[config.mk]
export PLATFORM = sky130hd
export DESIGN_NAME = ucode_sequencer
export DESIGN_NICKNAME = d
export VERILOG_FILES = /design/src/rtl/ucode_sequencer.sv
export SDC_FILE = /design/constraint.sdc
export NUM_CORES = 2
export LEC_CHECK = 0
export CAP_MARGIN = 20
export CORE_MARGIN = 8
export CORE_UTILIZATION = 47
export CTS_BUF_LIST = sky130_fd_sc_hd__clkbuf_2 sky130_fd_sc_hd__clkbuf_4 sky130_fd_sc_hd__clkbuf_8
export DETAILED_ROUTE_END_ITERATION = 6
export HOLD_SLACK_MARGIN = 0.05
export PLACE_DENSITY = 0.71
export SLEW_MARGIN = 5
export SYNTH_ARGS = -nofsm -noshare
export SYNTH_HDL_FRONTEND = slang
export SYNTH_SLANG_ARGS = --single-unit
[constraint.sdc]
create_clock -name clk -period 4.55 [get_ports clk]
set_input_delay 0.455 -clock clk [delete_from_list [all_inputs] [get_ports clk]]
set_output_delay 0.455 -clock clk [all_outputs]
set_load 0.01 [all_outputs]
[src/rtl/ucode_sequencer.sv]
// ---------------------------------------------------------------------------
// ucode_sequencer
//
// Microcode expansion stage that sits directly after instruction fetch.
// Ordinary instructions pass through a one-cycle register. A macro-op
// (opcode UCODE_OP in in_instr[31:25]) freezes fetch through `control`.
// The stage then issues micro-instructions from an internal writable ROM,
// starting at in_instr[UADDR_W-1:0]. A sequence ends on an entry with its
// last flag set, or is cut off after MAX_LEN micro-ops (sticky err_overrun).
// A single RESUME cycle follows each sequence. It swallows the stale repeat
// of the macro-op that fetch presents while it is being released.
//
// Ports
//   clk          : clock, rising edge
//   rst          : asynchronous reset, active low
//   in_instr     : instruction from fetch
//   in_valid     : in_instr is meaningful
//   stall        : downstream hold; freezes state and registered outputs
//   ucode_we     : ROM write enable (honoured in any state, even under stall)
//   ucode_waddr  : ROM write address
//   ucode_wdata  : ROM entry, bit 32 = last flag, bits 31:0 = micro-op
//   control      : fetch freeze request (combinational)
//   out_instr    : issued instruction (registered)
//   out_valid    : out_instr is valid (registered)
//   out_ucode    : issued instruction came from the ROM (registered)
//   upc          : current micro-PC
//   err_overrun  : sticky, a sequence reached MAX_LEN without a last flag
// ---------------------------------------------------------------------------
module ucode_sequencer #(
  parameter int         UADDR_W  = 6,
  parameter logic [6:0] UCODE_OP = 7'b1110000,
  parameter int         MAX_LEN  = 16
) (
  input  logic               clk,
  input  logic               rst,
  input  logic [31:0]        in_instr,
  input  logic               in_valid,
  input  logic               stall,
  input  logic               ucode_we,
  input  logic [UADDR_W-1:0] ucode_waddr,
  input  logic [32:0]        ucode_wdata,
  output logic               control,
  output logic [31:0]        out_instr,
  output logic               out_valid,
  output logic               out_ucode,
  output logic [UADDR_W-1:0] upc,
  output logic               err_overrun
);

  localparam int ROM_DEPTH = 2 ** UADDR_W;
  localparam int CNT_W     = (MAX_LEN > 1) ? $clog2(MAX_LEN) : 1;

  typedef enum logic [1:0] {
    IDLE   = 2'd0,
    RUN    = 2'd1,
    RESUME = 2'd2
  } state_t;

  state_t             r_state;
  state_t             w_stateNext;
  logic [UADDR_W-1:0] r_upc;
  logic [UADDR_W-1:0] w_upcNext;
  logic [CNT_W-1:0]   r_cnt;
  logic [CNT_W-1:0]   w_cntNext;
  logic [31:0]        r_outInstr;
  logic [31:0]        w_outInstrNext;
  logic               r_outValid;
  logic               w_outValidNext;
  logic               r_outUcode;
  logic               w_outUcodeNext;
  logic               r_errOverrun;
  logic               w_errOverrunNext;
  logic               w_control;
  logic               w_macro;
  logic [32:0]        w_romEntry;

  logic [32:0] r_rom [ROM_DEPTH];

  // ROM contents survive reset; the write lands at the edge, so a read of the
  // same address in the same cycle still sees the old entry.
  always_ff @(posedge clk) begin
    if (ucode_we) begin
      r_rom[ucode_waddr] <= ucode_wdata;
    end
  end

  assign w_romEntry = r_rom[r_upc];
  assign w_macro    = in_valid && (in_instr[31:25] == UCODE_OP);

  // State register.
  always_ff @(posedge clk or negedge rst) begin
    if (!rst) begin
      r_state <= IDLE;
    end else begin
      r_state <= w_stateNext;
    end
  end

  // Datapath registers; every next value comes from the combinational block.
  always_ff @(posedge clk or negedge rst) begin
    if (!rst) begin
      r_upc        <= '0;
      r_cnt        <= '0;
      r_outInstr   <= '0;
      r_outValid   <= 1'b0;
      r_outUcode   <= 1'b0;
      r_errOverrun <= 1'b0;
    end else begin
      r_upc        <= w_upcNext;
      r_cnt        <= w_cntNext;
      r_outInstr   <= w_outInstrNext;
      r_outValid   <= w_outValidNext;
      r_outUcode   <= w_outUcodeNext;
      r_errOverrun <= w_errOverrunNext;
    end
  end

  // Next-state and output logic. Everything holds by default, which also
  // covers stall. control ignores stall so fetch stays frozen throughout.
  always_comb begin
    w_stateNext      = r_state;
    w_upcNext        = r_upc;
    w_cntNext        = r_cnt;
    w_outInstrNext   = r_outInstr;
    w_outValidNext   = r_outValid;
    w_outUcodeNext   = r_outUcode;
    w_errOverrunNext = r_errOverrun;
    w_control        = 1'b0;

    case (r_state)
      IDLE: begin
        w_control = w_macro;
        if (!stall) begin
          if (w_macro) begin
            // The macro-op itself is never issued downstream.
            w_upcNext      = in_instr[UADDR_W-1:0];
            w_cntNext      = '0;
            w_outValidNext = 1'b0;
            w_stateNext    = RUN;
          end else begin
            w_outInstrNext = in_instr;
            w_outValidNext = in_valid;
            w_outUcodeNext = 1'b0;
          end
        end
      end

      RUN: begin
        w_control = 1'b1;
        if (!stall) begin
          w_outInstrNext = w_romEntry[31:0];
          w_outValidNext = 1'b1;
          w_outUcodeNext = 1'b1;
          if (w_romEntry[32]) begin
            w_stateNext = RESUME;
          end else if (r_cnt == CNT_W'(MAX_LEN - 1)) begin
            w_errOverrunNext = 1'b1;
            w_stateNext      = RESUME;
          end else begin
            w_upcNext = r_upc + UADDR_W'(1);
            w_cntNext = r_cnt + CNT_W'(1);
          end
        end
      end

      RESUME: begin
        // Fetch re-presents the frozen macro-op here; it is deliberately dropped.
        if (!stall) begin
          w_outValidNext = 1'b0;
          w_outUcodeNext = 1'b0;
          w_stateNext    = IDLE;
        end
      end

      default: begin
        w_stateNext = IDLE;
      end
    endcase
  end

  assign control     = w_control;
  assign out_instr   = r_outInstr;
  assign out_valid   = r_outValid;
  assign out_ucode   = r_outUcode;
  assign upc         = r_upc;
  assign err_overrun = r_errOverrun;

endmodule
==> summary.txt <==
Run status
  – Status: complete, no violations

Routing
  – Vias per std cell: 6.200
  – Wire length on met2: 103.5 mm
  – DRT Pass-1 Iters: 6
  – Final wirelength: approximately 210 mm
  – DRC: 0
  – Met3 routed WL: between 20 and 25 mm
  – Wl on met1: 81.16 mm
  – Top sig layer: met5
  – Routed len/inst: around 32 um
  – Number of DRC markers in iteration 0: between 5,000 and 6,000
  – Post-route ant nets: 0
  – Vias: 42,040

GRT
  – Initial antenna violation count: 28
  – Vias in the first global route: 42,100
  – First-pass GRT wire length: roughly 300 mm
  – Grt ovf: 0
  – GRT Total Usage: 0.2194
  – Largest net degree at the start of global routing: 87

Finish
  – Area of the multi-input gates: 18,140 um2
  – Layout cells sized above 1: 0.3138
  – Area Growth Syn to Fin: 14.19%
  – Final cell count without fillers: 6,781
  – Net count, final: 4,270
  – Sequential cell area: 64,610 um2
  – Post-route cell area: roughly 95,000 um2
  – FILL cells: 13,040

Floorplanning
  – Die area: around 190,000 um2
  – Total core area: 176,300 um2
  – Die Span X: between 400 and 500 um
  – Die Height: 437.3 um
  – FP Rows: 154
  – I/O pins: 118
  – Initial Util: 0.4732

STA
  – Final Setup Violations: 0
  – Setup Skew: 45.76 ps
  – Final Hold Fails: 0
  – Setup ws final: roughly 280 ps
  – Period utilisation layout: 0.9375
  – Setup TNS: 0 ps
  – Least-Margin Pin Slew: 1133 ps
  – Worst rel slew slack: 0.2404
  – Slew Limit Fails: 0
  – Fmax: 0.2344 GHz
  – Worst Hold Slack: about 140 ps
  – RSZ-0062 raised after global routing: no
  – Fin crit period: roughly 4300 ps

Critical path
  – Worst reg2reg path endpoint: out_instr[29]
  – Required time worst endpoint: approximately 5400 ps
  – R2r worst-path depth: 8
  – Max stage delay on crit path: 940 ps
  – Family with the most delay on the worst path: compound AO/OA/AOI/OAI gates
  – RR Startpoint: upc[0]
  – CP endpoint kind: flop
  – CP max stage cell: dfrtp_4
  – CP Data Arrival Time: 5080 ps
  – Setup slack, reg-to-reg: 280 ps
  – Crit path buf inv count: 3
  – Setup crit start kind: flop
  – CP cell instances: buf_12, buf_12, buf_4, mux4_2, mux2i_1, o22ai_1, o22ai_1, o21ai_0
  – Kind of critical path: flop to flop
  – Worst Path Max Fanout: 33

Logic synthesis
  – Yosys cell types: 59
  – Async SR Flop Fraction: 0.02177
  – Area leader, netlist: edfxtp_1
  – Syn. warnings: 0
  – Commonest cells in the synthesized netlist: 2,112 x edfxtp_1, 538 x mux4_2, 182 x mux2i_1, 107 x nor2_1, 86 x clkbuf_1
  – Register area share after synthesis: 0.7744
  – Ys flop type: edfxtp_1
  – Top-area cell type share of the netlist area: 0.7603
  – Library cell with the highest instance count after synthesis: edfxtp_1
  – Synth Cell Area: 83,420 um2
  – Post-Syn Instances: about 3,700
  – Syn Area/Cell: 22.44 um2
  – Synthesized Nets: 3,799
  – Number of flops mapped to enable cells by yosys: about 2,100
  – Number of synthesized register bits: 2,159
  – Area contributors post-synth: edfxtp_1 76%, mux4_2 15%, mux2i_1 2.2%

Clock tree
  – Post-CTS Resized: 0
  – Worst-case clock buffer depth: 4
  – Sink Count: 2,159
  – TritonCTS clock tree: done
  – Root Driver: clkbuf_8
  – H-Tree Depth: 5
  – CTS Buf Count: roughly 340
  – Clock Latency Late Sink: 1000 ps
  – Post-CTS setup buffers: 0
  – Clock-pin slew on the worst setup and hold paths: 60 ps
  – Hold Buf Count CTS: 8

Place
  – GPL Wtd Cong: around 0.91
  – Placed insts: 6,170
  – Dpl hpwl: 120.2 mm
  – Cell Area, Placed: 88,700 um2
  – Pre-CTS WS: a little over 400 ps
  – # port buffers: 117

Power and ir drop
  – Pwr Density: around 550 nW/um2
  – Leakage power: ~30 nW
  – Peak supply drop: 0.0003879 V

Worst hold path
  – Hold path start: ucode_wdata[16]
  – Hold Crit Depth: 2
  – Hold Crit Endpoint: r_rom[56][16]
  – Worst min path class: input port to flop

Job
  – Max_cap viols: 0
[stage by stage]
step,util,power [W]
finish,0.5403,0.05268
floorplan,-,0.03222
detailed placement,0.5031,0.03758
CTS,0.5389,0.05289
global placement,0.5030,0.03746
global route,0.5401,0.05438
[worst reg2reg max path: stages (launching register included)]
cell and delay, ps:
dfrtp_4 940, buf_12 320, buf_12 300, buf_4 330
mux4_2 550, mux2i_1 230, o22ai_1 270, o22ai_1 910
o21ai_0 220
[state kept, by name, summed over array words and instances (netlist names)]
name	cells
r_rom	2112
out_valid	1
r_state	2
out_ucode	1
err_overrun	1
upc	6
r_cnt	4
out_instr	32
[placed cells by master (no fill, tap or decap), types with 14 or more instances in the layout]
| cell | netlist | layout |
|---|---|---|
| a2111oi_0 | 22 | 18 |
| a211oi_1 | 59 | 59 |
| a21oi_1 | 51 | 51 |
| and3_1 | 30 | 30 |
| buf_12 | 0 | 37 |
| buf_2 | 66 | 35 |
| buf_4 | 42 | 178 |
| clkbuf_4 | 0 | 121 |
| clkbuf_8 | 0 | 341 |
| clkdlybuf4s50_1 | 0 | 83 |
| clkinv_1 | 0 | 68 |
| clkinv_2 | 0 | 23 |
| dfrtp_1 | 47 | 42 |
| diode_2 | 0 | 21 |
| dlygate4sd3_1 | 0 | 14 |
| edfxtp_1 | 2112 | 2112 |
| mux2_2 | 15 | 15 |
| mux2i_1 | 182 | 182 |
| mux4_2 | 538 | 538 |
| nand2_1 | 40 | 39 |
| nand3_1 | 16 | 16 |
| nor2_1 | 107 | 45 |
| nor2_4 | 0 | 62 |
| nor2b_1 | 44 | 43 |
| o21ai_0 | 40 | 40 |
| o22ai_1 | 84 | 84 |
[power by group]
group | switching [W] | total [W] | internal (W) | leakage [nW]
Sequential | 0.000592 | 0.0228 | 0.0222 | 19.6
Clock | 0.00721 | 0.0155 | 0.00826 | 3.30
Combinational | 0.00805 | 0.0144 | 0.00639 | 6.87
[cell families after synthesis]
group                      share of synthesized area
DFF                                           0.7744
muxes                                         0.1691
AOI/OAI and AO/OA                            0.02502
and+or+nand+nor                              0.01657
buffers and inverters                        0.01404
adders and majority gates                  0.0008999
[area by class of cell]
| type | count | share of cell area |
|---|---|---|
| flip-flops and latches | 2159 | 0.6783 |
| multi-input cells | 1334 | 0.1905 |
| clock buffers | 462 | 0.05880 |
| repair buffers | 348 | 0.03412 |
| well taps | 2340 | 0.03073 |
| clock inverters | 108 | 0.006699 |
| diodes | 21 | 0.0005517 |
| inverters | 9 | 0.0003546 |
[per-layer routing]
metal / vias up / global-route usage
met1: 22310 / 0.2917
met2: 2479 / 0.3509
li1: 16800 / -
met5: - / 0
met4: 10 / 0.09138
met3: 440 / 0.05292
[how the worst max path moves through the flow]
stage	start	cells after the start	endpoint	slack, ps
final	upc[0]	8	out_instr[29]	280
after global routing	upc[0]	8	out_instr[29]	120
after CTS	upc[0]	8	out_instr[29]	400
after detailed placement	upc[0]	8	out_instr[29]	410
after global placement	upc[0]	9	out_instr[22]	330
after floorplan	ucode_waddr[5]	4	r_rom[48][0]	680
No activity file was read; power rests on OpenSTA's default activity.
